`config.mk`:
```
export PLATFORM = sky130hd
export DESIGN_NAME = pipeline_hazard_ctrl_flat
export DESIGN_NICKNAME = d
export VERILOG_FILES = /design/src/rtl/pipe_ctrl_pkg.sv /design/src/rtl/pipeline_hazard_ctrl_if.sv /design/src/rtl/load_use_detect.sv /design/src/rtl/pipeline_hazard_ctrl.sv /design/src/flat_wrapper.sv
export SDC_FILE = /design/constraint.sdc
export NUM_CORES = 1
export LEC_CHECK = 0
export CAP_MARGIN = 20
export CORE_AREA = 2 2 100 102
export CTS_CLUSTER_SIZE = 24
export DETAILED_ROUTE_END_ITERATION = 12
export DIE_AREA = 0 0 102 104
export PLACE_DENSITY = 0.88
export REMOVE_ABC_BUFFERS = 1
export SETUP_SLACK_MARGIN = 0.4
export SYNTH_ARGS = -nofsm -noshare
export SYNTH_HDL_FRONTEND = slang
export SYNTH_SLANG_ARGS = --single-unit
```
`constraint.sdc`:
```
create_clock -name clk -period 5.04 [get_ports clk]
set_input_delay 1.008 -clock clk [delete_from_list [all_inputs] [get_ports clk]]
set_output_delay 1.008 -clock clk [all_outputs]
set_load 0.02 [all_outputs]
```
`src/rtl/pipe_ctrl_pkg.sv`:
```
// Shared types for the pipeline stall/flush controller.
package pipe_ctrl_pkg;

  // Encodings double as the externally visible ctrl_state value.
  typedef enum logic [1:0] {
    StRun      = 2'd0,
    StDmemWait = 2'd1,
    StTrapHold = 2'd2
  } ctrl_state_e;

  localparam int unsigned HoldW = 3;

endpackage

```
`src/rtl/pipeline_hazard_ctrl_if.sv`:
```
// Pipeline-side request signals and controller-side halt/flush/redirect outputs.
interface pipeline_hazard_ctrl_if #(
  parameter int unsigned CNT_W = 16
);
  logic [4:0]       id_rs1;
  logic [4:0]       id_rs2;
  logic             id_rs1_use;
  logic             id_rs2_use;
  logic [4:0]       ex_rd;
  logic             ex_mem_read;
  logic             ex_valid;
  logic             ex_branch_taken;
  logic [63:0]      ex_target;
  logic             mem_trap;
  logic [63:0]      mem_trap_target;
  logic             imem_busy;
  logic             dmem_busy;

  logic             pc_stall;
  logic             pc_redirect;
  logic [63:0]      pc_target;
  logic             if_id_halt;
  logic             id_ex_halt;
  logic             ex_mem_halt;
  logic             mem_wb_halt;
  logic             if_id_flush;
  logic             id_ex_flush;
  logic             ex_mem_flush;
  logic             mem_wb_flush;
  logic [1:0]       ctrl_state;
  logic [CNT_W-1:0] stall_cnt;
  logic [CNT_W-1:0] flush_cnt;

  // Pipeline side: raises hazards, consumes control.
  modport master (
    output id_rs1, id_rs2, id_rs1_use, id_rs2_use, ex_rd, ex_mem_read, ex_valid,
           ex_branch_taken, ex_target, mem_trap, mem_trap_target, imem_busy, dmem_busy,
    input  pc_stall, pc_redirect, pc_target, if_id_halt, id_ex_halt, ex_mem_halt,
           mem_wb_halt, if_id_flush, id_ex_flush, ex_mem_flush, mem_wb_flush, ctrl_state,
           stall_cnt, flush_cnt
  );

  // Controller side.
  modport slave (
    input  id_rs1, id_rs2, id_rs1_use, id_rs2_use, ex_rd, ex_mem_read, ex_valid,
           ex_branch_taken, ex_target, mem_trap, mem_trap_target, imem_busy, dmem_busy,
    output pc_stall, pc_redirect, pc_target, if_id_halt, id_ex_halt, ex_mem_halt,
           mem_wb_halt, if_id_flush, id_ex_flush, ex_mem_flush, mem_wb_flush, ctrl_state,
           stall_cnt, flush_cnt
  );
endinterface

```
`src/rtl/load_use_detect.sv`:
```
// Combinational load-use hazard compare between ID sources and the EX load destination.
module load_use_detect (
  input  logic [4:0] id_rs1_i,
  input  logic [4:0] id_rs2_i,
  input  logic       id_rs1_use_i,
  input  logic       id_rs2_use_i,
  input  logic [4:0] ex_rd_i,
  input  logic       ex_mem_read_i,
  input  logic       ex_valid_i,
  output logic       hazard_o
);

  // x0 never carries a value, so a load to x0 cannot create a dependency.
  always_comb begin
    hazard_o = ex_valid_i && ex_mem_read_i && (ex_rd_i != 5'd0) &&
               ((id_rs1_use_i && (id_rs1_i == ex_rd_i)) ||
                (id_rs2_use_i && (id_rs2_i == ex_rd_i)));
  end

endmodule

```
`src/rtl/pipeline_hazard_ctrl.sv`:
```
// Central stall/flush controller: freeze FSM, priority mux and saturating event counters.
module pipeline_hazard_ctrl
  import pipe_ctrl_pkg::*;
#(
  parameter int unsigned REDIRECT_HOLD = 1,
  parameter int unsigned CNT_W         = 16
) (
  input logic                   clk,
  input logic                   rst,
  pipeline_hazard_ctrl_if.slave bus
);

  localparam logic [HoldW-1:0] HoldInit = HoldW'(REDIRECT_HOLD);

  ctrl_state_e      state_q, state_d;
  logic [HoldW-1:0] hold_q, hold_d;
  logic [CNT_W-1:0] stall_cnt_q, stall_cnt_d;
  logic [CNT_W-1:0] flush_cnt_q, flush_cnt_d;

  logic        hazard;
  logic        in_hold;
  logic        pc_stall, pc_redirect;
  logic [63:0] pc_target;
  logic        if_id_halt, id_ex_halt, ex_mem_halt, mem_wb_halt;
  logic        if_id_flush, id_ex_flush, ex_mem_flush, mem_wb_flush;

  load_use_detect u_load_use (
    .id_rs1_i      (bus.id_rs1),
    .id_rs2_i      (bus.id_rs2),
    .id_rs1_use_i  (bus.id_rs1_use),
    .id_rs2_use_i  (bus.id_rs2_use),
    .ex_rd_i       (bus.ex_rd),
    .ex_mem_read_i (bus.ex_mem_read),
    .ex_valid_i    (bus.ex_valid),
    .hazard_o      (hazard)
  );

  // Next state and prioritised control outputs; a pending hold count survives a dmem freeze.
  always_comb begin
    state_d      = state_q;
    hold_d       = hold_q;
    pc_stall     = 1'b0;
    pc_redirect  = 1'b0;
    pc_target    = '0;
    if_id_halt   = 1'b0;
    id_ex_halt   = 1'b0;
    ex_mem_halt  = 1'b0;
    mem_wb_halt  = 1'b0;
    if_id_flush  = 1'b0;
    id_ex_flush  = 1'b0;
    ex_mem_flush = 1'b0;
    mem_wb_flush = 1'b0;
    in_hold      = (state_q == StTrapHold) || ((state_q == StDmemWait) && (hold_q != '0));

    if (!rst) begin
      // Outputs stay idle while reset is asserted.
    end else if (bus.dmem_busy) begin
      pc_stall    = 1'b1;
      if_id_halt  = 1'b1;
      id_ex_halt  = 1'b1;
      ex_mem_halt = 1'b1;
      mem_wb_halt = 1'b1;
      state_d     = StDmemWait;
    end else begin
      state_d = StRun;
      if (in_hold) begin
        hold_d  = hold_q - 1'b1;
        state_d = (hold_d == '0) ? StRun : StTrapHold;
      end

      if (bus.mem_trap && !in_hold) begin
        pc_redirect  = 1'b1;
        pc_target    = bus.mem_trap_target;
        if_id_flush  = 1'b1;
        id_ex_flush  = 1'b1;
        ex_mem_flush = 1'b1;
        if (REDIRECT_HOLD > 0) begin
          state_d = StTrapHold;
          hold_d  = HoldInit;
        end
      end else if (bus.ex_branch_taken && bus.ex_valid && !in_hold) begin
        pc_redirect = 1'b1;
        pc_target   = bus.ex_target;
        if_id_flush = 1'b1;
        id_ex_flush = 1'b1;
      end else if (hazard) begin
        pc_stall    = 1'b1;
        if_id_halt  = 1'b1;
        id_ex_flush = 1'b1;
      end else if (bus.imem_busy) begin
        pc_stall    = 1'b1;
        if_id_flush = 1'b1;
      end

      // Fetch-discard window: IF/ID is thrown away, so the flush overrides any halt.
      if (in_hold) begin
        if_id_flush = 1'b1;
        if_id_halt  = 1'b0;
      end
    end

    stall_cnt_d = stall_cnt_q;
    flush_cnt_d = flush_cnt_q;
    if (pc_stall && (stall_cnt_q != '1)) stall_cnt_d = stall_cnt_q + 1'b1;
    if ((if_id_flush || id_ex_flush || ex_mem_flush || mem_wb_flush) && (flush_cnt_q != '1)) begin
      flush_cnt_d = flush_cnt_q + 1'b1;
    end
  end

  // State, hold count and counters; reset aborts any freeze or hold.
  always_ff @(posedge clk or negedge rst) begin
    if (!rst) begin
      state_q     <= StRun;
      hold_q      <= '0;
      stall_cnt_q <= '0;
      flush_cnt_q <= '0;
    end else begin
      state_q     <= state_d;
      hold_q      <= hold_d;
      stall_cnt_q <= stall_cnt_d;
      flush_cnt_q <= flush_cnt_d;
    end
  end

  assign bus.pc_stall     = pc_stall;
  assign bus.pc_redirect  = pc_redirect;
  assign bus.pc_target    = pc_target;
  assign bus.if_id_halt   = if_id_halt;
  assign bus.id_ex_halt   = id_ex_halt;
  assign bus.ex_mem_halt  = ex_mem_halt;
  assign bus.mem_wb_halt  = mem_wb_halt;
  assign bus.if_id_flush  = if_id_flush;
  assign bus.id_ex_flush  = id_ex_flush;
  assign bus.ex_mem_flush = ex_mem_flush;
  assign bus.mem_wb_flush = mem_wb_flush;
  assign bus.ctrl_state   = state_q;
  assign bus.stall_cnt    = stall_cnt_q;
  assign bus.flush_cnt    = flush_cnt_q;

endmodule

```
`src/flat_wrapper.sv`:
```
// flat-port wrapper written by rule: the top's interface ports become plain ports
module pipeline_hazard_ctrl_flat import pipe_ctrl_pkg::*;
#(
  parameter int unsigned REDIRECT_HOLD = 1,
  parameter int unsigned CNT_W         = 16
)
  (clk, rst, bus_id_rs1, bus_id_rs2, bus_id_rs1_use, bus_id_rs2_use, bus_ex_rd, bus_ex_mem_read, bus_ex_valid, bus_ex_branch_taken, bus_ex_target, bus_mem_trap, bus_mem_trap_target, bus_imem_busy, bus_dmem_busy, bus_pc_stall, bus_pc_redirect, bus_pc_target, bus_if_id_halt, bus_id_ex_halt, bus_ex_mem_halt, bus_mem_wb_halt, bus_if_id_flush, bus_id_ex_flush, bus_ex_mem_flush, bus_mem_wb_flush, bus_ctrl_state, bus_stall_cnt, bus_flush_cnt);
  pipeline_hazard_ctrl_if #(.CNT_W(CNT_W)) bus_i ();
  input logic clk;
  input logic rst;
  input wire logic [$bits(bus_i.id_rs1)-1:0] bus_id_rs1;
  input wire logic [$bits(bus_i.id_rs2)-1:0] bus_id_rs2;
  input wire logic [$bits(bus_i.id_rs1_use)-1:0] bus_id_rs1_use;
  input wire logic [$bits(bus_i.id_rs2_use)-1:0] bus_id_rs2_use;
  input wire logic [$bits(bus_i.ex_rd)-1:0] bus_ex_rd;
  input wire logic [$bits(bus_i.ex_mem_read)-1:0] bus_ex_mem_read;
  input wire logic [$bits(bus_i.ex_valid)-1:0] bus_ex_valid;
  input wire logic [$bits(bus_i.ex_branch_taken)-1:0] bus_ex_branch_taken;
  input wire logic [$bits(bus_i.ex_target)-1:0] bus_ex_target;
  input wire logic [$bits(bus_i.mem_trap)-1:0] bus_mem_trap;
  input wire logic [$bits(bus_i.mem_trap_target)-1:0] bus_mem_trap_target;
  input wire logic [$bits(bus_i.imem_busy)-1:0] bus_imem_busy;
  input wire logic [$bits(bus_i.dmem_busy)-1:0] bus_dmem_busy;
  output wire logic [$bits(bus_i.pc_stall)-1:0] bus_pc_stall;
  output wire logic [$bits(bus_i.pc_redirect)-1:0] bus_pc_redirect;
  output wire logic [$bits(bus_i.pc_target)-1:0] bus_pc_target;
  output wire logic [$bits(bus_i.if_id_halt)-1:0] bus_if_id_halt;
  output wire logic [$bits(bus_i.id_ex_halt)-1:0] bus_id_ex_halt;
  output wire logic [$bits(bus_i.ex_mem_halt)-1:0] bus_ex_mem_halt;
  output wire logic [$bits(bus_i.mem_wb_halt)-1:0] bus_mem_wb_halt;
  output wire logic [$bits(bus_i.if_id_flush)-1:0] bus_if_id_flush;
  output wire logic [$bits(bus_i.id_ex_flush)-1:0] bus_id_ex_flush;
  output wire logic [$bits(bus_i.ex_mem_flush)-1:0] bus_ex_mem_flush;
  output wire logic [$bits(bus_i.mem_wb_flush)-1:0] bus_mem_wb_flush;
  output wire logic [$bits(bus_i.ctrl_state)-1:0] bus_ctrl_state;
  output wire logic [$bits(bus_i.stall_cnt)-1:0] bus_stall_cnt;
  output wire logic [$bits(bus_i.flush_cnt)-1:0] bus_flush_cnt;
  assign bus_i.id_rs1 = bus_id_rs1;
  assign bus_i.id_rs2 = bus_id_rs2;
  assign bus_i.id_rs1_use = bus_id_rs1_use;
  assign bus_i.id_rs2_use = bus_id_rs2_use;
  assign bus_i.ex_rd = bus_ex_rd;
  assign bus_i.ex_mem_read = bus_ex_mem_read;
  assign bus_i.ex_valid = bus_ex_valid;
  assign bus_i.ex_branch_taken = bus_ex_branch_taken;
  assign bus_i.ex_target = bus_ex_target;
  assign bus_i.mem_trap = bus_mem_trap;
  assign bus_i.mem_trap_target = bus_mem_trap_target;
  assign bus_i.imem_busy = bus_imem_busy;
  assign bus_i.dmem_busy = bus_dmem_busy;
  assign bus_pc_stall = bus_i.pc_stall;
  assign bus_pc_redirect = bus_i.pc_redirect;
  assign bus_pc_target = bus_i.pc_target;
  assign bus_if_id_halt = bus_i.if_id_halt;
  assign bus_id_ex_halt = bus_i.id_ex_halt;
  assign bus_ex_mem_halt = bus_i.ex_mem_halt;
  assign bus_mem_wb_halt = bus_i.mem_wb_halt;
  assign bus_if_id_flush = bus_i.if_id_flush;
  assign bus_id_ex_flush = bus_i.id_ex_flush;
  assign bus_ex_mem_flush = bus_i.ex_mem_flush;
  assign bus_mem_wb_flush = bus_i.mem_wb_flush;
  assign bus_ctrl_state = bus_i.ctrl_state;
  assign bus_stall_cnt = bus_i.stall_cnt;
  assign bus_flush_cnt = bus_i.flush_cnt;
  pipeline_hazard_ctrl #(.REDIRECT_HOLD(REDIRECT_HOLD), .CNT_W(CNT_W)) u_core (.clk(clk), .rst(rst), .bus(bus_i));
endmodule
```
==> results.py, run 1 <==
metrics = {
    "timing": {
        "tightest_slew_ps": 640.6,
        "period_minus_slack_ps": 4450,
        "fin_crit_sh_pct": 88.29,
        "clock.fmax_mhz": 224.7,
        "setup_tns_ps": 0,
        "relSlewSlack_pct": 57.04,
        "hold_violations": 0,
        "setup-violations-final": 0,
        "drv_slew": 0,
        "rsz0062_at_grt": "no",
        "skew_ps": 4.332,
    },
    "grt": {
        "grt_max_degree": 34,
        "grt_pass1_wl_um": 21330,
        "antenna_found_initial": 1,
        "grt_pass1_vias": 4147,
        "track_usage_pct": 25.35,
        "grt-ovfl-total": 0,
    },
    "route": {
        "avgRoutedWirePerCell_um": 17.16,
        "drt_iter0_markers": 156,
        "wl_met2_um": 6783,
        "highest-signal-layer": "met5",
        "route.layer.met1.wl_um": 5241,
        "wl_met3_um": 1407,
        "drc": 0,
        "vias": 4038,
        "drtPass1Iterations": 6,
        "avgViaCountPerCell": 4.979,
        "detail-route-antenna-nets": 0,
        "wl_um": 13910,
    },
    "clock_tree": {
        "clock_path_buffers": 2,
        "clkSinkCount": 37,
        "cts_buffers": 5,
        "root_buffer": "clkbuf_8",
        "cts_resized": 0,
        "cts_tree": "built",
        "clk_latency_ps": 290,
        "cts_setup_buffers": 0,
        "postCtsHoldBufs": 0,
        "clk_transition_reported_paths_ps": 70,
        "htree_levels": 2,
    },
    "worst_setup_path": {
        "cpMostUsedCell": "clkdlybuf4s50_1",
        "path_cells": "clkdlybuf4s50_1 -> or3_1 -> o311a_1 -> and3_4 -> a21oi_4 -> inv_2 -> clkdlybuf4s50_1",
        "slowest_delay_ps": 560,
        "critPathMaxFanout": 14,
        "cp.arrival_ps": 3440,
        "r2r_start": "u_core.hold_q[0]$_DFFE_PN0P_",
        "crit_path_end_kind": "primary output",
        "start_kind": "input port",
        "critPathSlowestCell": "clkdlybuf4s50_1",
        "setup.worst_path.class": "input port to primary output",
        "crit_required_ps": 4030,
        "critPathLaunch": "bus_ex_rd[0]",
        "r2r_slack_ps": 2520,
    },
    "floorplanning": {
        "rows": 36,
        "pin_count": 261,
        "die_area_um2": 10610,
        "die-height_um": 104,
        "core_um2": 9549,
        "die_w_um": 102,
        "initial_core_util_pct": 32.14,
    },
    "synth": {
        "yosysTopAreaCell": "dfrtp_1",
        "netlist_area_um2": 3069,
        "yosys_register_bits": 37,
        "syn_area_per_cell_um2": 7.105,
        "synth_cell_type_count": 51,
        "synth-main-ff-cell": "dfrtp_1",
        "syn_inst": 432,
        "yosysSeqAreaShare_pct": 30.17,
        "synth.area.top_cells": "dfrtp_1 30%, nand2_1 18%, a21oi_1 11%",
        "synth-edff-count": 0,
        "async_flop_share_pct": 100.0,
        "post-synth-top-count-cell": "nand2_1",
        "yosysWarningCount": 0,
        "synth_top_area_share_pct": 30.17,
        "synth_common_cells": "145 x nand2_1, 66 x a21oi_1, 37 x dfrtp_1",
    },
    "finish": {
        "area_growth_pct": 90.87,
        "final_util_pct": 61.35,
        "final_nets": 836,
        "nFillCells": 851,
        "drive_gt1_share_pct": 5.015,
        "n_antenna_cell": 0,
    },
    "pwr": {
        "power_density_nw_per_um2": 268.4,
        "vdd_drop_max_uv": 333.0,
        "p_leak_nw": 2.345,
    },
    "place": {
        "place.gp.congestion": 0.8746,
        "dpl.hpwl_um": 11170,
        "portBuffers": 259,
    },
    "outcome": {
        "status": "completed",
    },
    "flow_run": {
        "timing.max_cap.violations": 0,
    },
    "hold_path": {
        "worstHoldPathType": "flop to flop",
        "hp-start": "u_core.bus.stall_cnt[6]$_DFFE_PN0P_",
    },
}
==> path summary, 6_finish.rpt <==
check,to,cells past startpoint
worst min-delay path,u_core.bus.stall_cnt[6]$_DFFE_PN0P_,1
max in group asynchronous,u_core.bus.ctrl_state[1]$_DFFE_PN0P_,2
min in group asynchronous,u_core.bus.stall_cnt[0]$_DFFE_PN0P_,1
worst min register to register,u_core.bus.stall_cnt[6]$_DFFE_PN0P_,1
worst max-delay path,bus_pc_stall,7
worst max register to register,u_core.bus.flush_cnt[14]$_DFFE_PN0P_,8
==> logic make-up after synthesis <==
group / synth area share, %
other cells: 0.1222
mux: 2.323
compound gates: 15.33
buf+inv: 5.055
flops: 30.17
fa+ha+maj: 2.038
xor+xnor: 10.84
simple gates: 34.12
==> sequential cells by signal (all words and copies together) (netlist names) <==
signal	count
u_core.bus.ctrl_state	2
u_core.bus.flush_cnt	16
u_core.bus.stall_cnt	16
u_core.hold_q	3
==> per-layer routing <==
metal,track usage (%),vias up
met5,0,-
met4,8.952,2
met3,8.333,39
met2,44.22,174
met1,28.42,1875
li1,-,1948
==> area by class of cell <==
type,count,area (um^2),share of cell area [%]
Sequential cell,37,925.9,15.81
Multi-Input combinational cell,360,1997,34.09
Inverter,8,30.03,0.5126
Clock buffer,7,86.33,1.474
Tap cell,133,166.4,2.841
Timing Repair Buffer,266,2653,45.28
==> worst max-delay path: cells and delay by family <==
| kind | cells | cell delay, ps |
|---|---|---|
| AOI/OAI and AO/OA | 2 | 700 |
| buffers and inverters | 3 | 1120 |
| and+or+nand+nor | 2 | 620 |
==> where the power goes <==
part / internal (W) / switching [W] / leakage [nW] / total [W]
Sequential: 0.000371 / 0.0000942 / 0.471 / 0.000465
Combinational: 0.000432 / 0.000466 / 1.83 / 0.000898
Clock: 0.000108 / 0.000101 / 0.0443 / 0.000209
==> through the flow <==
step                 power, W  worst slack (ps)  instance area [um^2]  instances  hold slack (ps)
floorplan           0.0009091             891.3                  2944        405            449.8
global placement     0.001339             667.6                  5772        804            467.6
detailed placement   0.001361             602.4                  5772        804            486.3
CTS                  0.001579             597.5                  5858        811            498.8
global route         0.001677             450.4                  5858        811            517.8
finish               0.001572             590.0                  5858        811            504.0
==> layout by cell type (no fill, tap or decap), types with 7 or more instances in the layout <==
cell type / instances
inv_1: 7
nand4_1: 9
nor2_1: 12
xor2_1: 15
dfrtp_1: 37
a21oi_1: 66
clkdlybuf4s50_1: 258
nand3_1: 16
nand2_1: 144
xnor2_1: 23
No activity file was read; power rests on OpenSTA's default activity.
==> run 2: changes to the inputs <==
--- a/config.mk
+++ b/config.mk
@@ -6,11 +6,11 @@
 export NUM_CORES = 1
 export LEC_CHECK = 0
 export CAP_MARGIN = 20
-export CORE_AREA = 2 2 100 102
+export CORE_MARGIN = 2
+export CORE_UTILIZATION = 33
 export CTS_CLUSTER_SIZE = 24
 export DETAILED_ROUTE_END_ITERATION = 12
-export DIE_AREA = 0 0 102 104
-export PLACE_DENSITY = 0.88
+export PLACE_DENSITY = 0.9
 export REMOVE_ABC_BUFFERS = 1
 export SETUP_SLACK_MARGIN = 0.4
 export SYNTH_ARGS = -nofsm -noshare
==> constraint.sdc (replaced) <==
create_clock -name clk -period 4.7 [get_ports clk]
set_input_delay 0.94 -clock clk [delete_from_list [all_inputs] [get_ports clk]]
set_output_delay 0.94 -clock clk [all_outputs]
set_load 0.02 [all_outputs]
==> run 2 against run 1 <==
Net effect: design area fell by 0.17%; flip-flop and latch count did not move; via count fell by 0.92%; core utilization rose by 2.5 points; final cell count fell by 2.7%; non-clock buffer count did not move; clock-buffer cell count did not move; die area fell by 4.9%; highest routed layer unchanged; clock skew barely moved; worst hold slack got worse by 6.9 ps; total power rose by 7.9%.
==> results.py, run 2 (synthesized netlist as in run 1, its figures left out) <==
metrics = {
    "outcome": {
        "status": "completed",
    },
    "finish": {
        "area_growth_pct": 90.54,
        "fin_area_um2": 5848,
        "final_nets": 836,
        "drive_gt1_share_pct": 5.015,
        "seqCellArea_um2": 925.9,
        "multiInputGateArea_um2": 2002,
        "final_cell_mix": "258 x clkdlybuf4s50_1, 144 x nand2_1, 66 x a21oi_1, 37 x dfrtp_1, 23 x xnor2_1",
        "final_common_cell": "clkdlybuf4s50_1",
        "nFillCells": 762,
        "n_antenna_cell": 0,
    },
    "pwr": {
        "sequentialPowerShare_pct": 29.6,
        "intPower_w": 0.0009814,
        "p_leak_nw": 2.354,
        "vdd_drop_max_uv": 303.0,
        "combPwrFrac_pct": 57.2,
        "p_total_w": 0.001697,
        "switching_share_pct": 42.18,
        "pwr-share-clk_pct": 13.2,
        "power_density_nw_per_um2": 290.2,
        "power.switching_w": 0.0007159,
    },
    "timing": {
        "setup-violations-final": 0,
        "rsz0062_at_grt": "no",
        "setup_tns_ps": 0,
        "tightest_slew_ps": 623.7,
        "fin_crit_sh_pct": 87.14,
        "skew_ps": 4.291,
        "clock.fmax_mhz": 244.2,
        "drv_slew": 0,
        "period_minus_slack_ps": 4096,
        "relSlewSlack_pct": 58.17,
        "hold_violations": 0,
    },
    "floorplanning": {
        "die_area_um2": 10090,
        "core_um2": 9153,
        "die-height_um": 100.4,
        "die_w_um": 100.4,
        "initial_core_util_pct": 33.53,
        "rows": 35,
        "pin_count": 261,
    },
    "hold_path": {
        "hp-start": "u_core.bus.stall_cnt[6]$_DFFE_PN0P_",
        "worstHoldPathType": "flop to flop",
    },
    "place": {
        "place.gp.congestion": 0.9367,
        "dpl.hpwl_um": 10860,
        "portBuffers": 259,
        "placed_area_um2": 5757,
    },
    "worst_setup_path": {
        "crit_path_end_kind": "primary output",
        "crit_required_ps": 3760,
        "r2r_start": "u_core.hold_q[0]$_DFFE_PN0P_",
        "critPathMaxFanout": 4,
        "start_kind": "input port",
        "setup.worst_path.class": "input port to primary output",
        "cp.arrival_ps": 3160,
        "critPathLaunch": "bus_ex_rd[0]",
    },
    "clock_tree": {
        "clock_path_buffers": 2,
        "cts_buffers": 5,
        "htree_levels": 2,
        "cts_tree": "built",
        "root_buffer": "clkbuf_8",
        "clk_latency_ps": 290,
        "clkSinkCount": 37,
        "postCtsHoldBufs": 0,
        "clk_transition_reported_paths_ps": 70,
    },
    "route": {
        "avgRoutedWirePerCell_um": 17.39,
        "vias": 4001,
        "drtPass1Iterations": 5,
        "avgViaCountPerCell": 5.071,
        "drt_iter0_markers": 158,
        "drc": 0,
        "wl_um": 13720,
        "detail-route-antenna-nets": 0,
    },
    "flow_run": {
        "timing.max_cap.violations": 0,
    },
    "grt": {
        "grt_pass1_vias": 3946,
        "grt_pass1_wl_um": 20580,
        "antenna_found_initial": 1,
        "grt-ovfl-total": 0,
        "grt_max_degree": 50,
        "track_usage_pct": 25.90,
    },
}
run 2: power groups by stage:
stage	clock, W	combinational [W]	sequential (W)
finish	0.000224	0.000971	0.000503
global route	0.000244	0.00105	0.000517
CTS	0.000230	0.000971	0.000501
detailed placement	0	0.000965	0.000503
global placement	0	0.000941	0.000496
floorplan	0	0.000411	0.000564
run 2: area by class of cell:
type | instances | share of cell area, %
Sequential cell | 37 | 15.83
Tap cell | 111 | 2.375
Timing Repair Buffer | 266 | 45.57
Multi-Input combinational cell | 360 | 34.23
Inverter | 8 | 0.5135
Clock buffer | 7 | 1.476
run 2: through the flow:
stage	utilization (%)	cells	setup slack [ps]	hold WS (ps)
2_1_floorplan	-	405	687.3	449.8
3_3_place_gp	62.90	782	640.3	468.3
3_5_place_dp	62.90	782	596.6	474.5
4_1_cts	63.84	789	469.8	495.4
5_1_grt	63.90	789	394.3	528.0
6_report	63.90	789	604.3	497.1
run 2: repair_timing:
action	in CTS	in global routing
setup endpoints to repair	0	37
gates resized for setup	0	1
setup buffers	0	0
run 2: worst paths after layout:
check / cells after the start / end / slack, ps
max in group asynchronous: 2 / u_core.bus.flush_cnt[6]$_DFFE_PN0P_ / 3570
worst min register to register: 1 / u_core.bus.stall_cnt[6]$_DFFE_PN0P_ / 500
worst max-delay path: 7 / bus_if_id_flush / 600
min in group asynchronous: 2 / u_core.bus.ctrl_state[0]$_DFFE_PN0P_ / 760
worst min-delay path: 1 / u_core.bus.stall_cnt[6]$_DFFE_PN0P_ / 500
worst max register to register: 8 / u_core.bus.flush_cnt[14]$_DFFE_PN0P_ / 2230
run 2: routing by layer:
layer,vias up,routed length [um],global-route usage [%]
met5,-,10,0
met4,2,278,7.587
met3,27,1306,9.192
met2,166,6937,46.00
met1,1866,5185,29.15
li1,1940,-,-
run 2: worst max-delay path, stage by stage:
cell and delay [ps]:
clkdlybuf4s50_1 480, or3_1 390, o311a_1 360, nand2_1 150, a21oi_1 80, nor2_1 130
clkdlybuf4s50_1 630
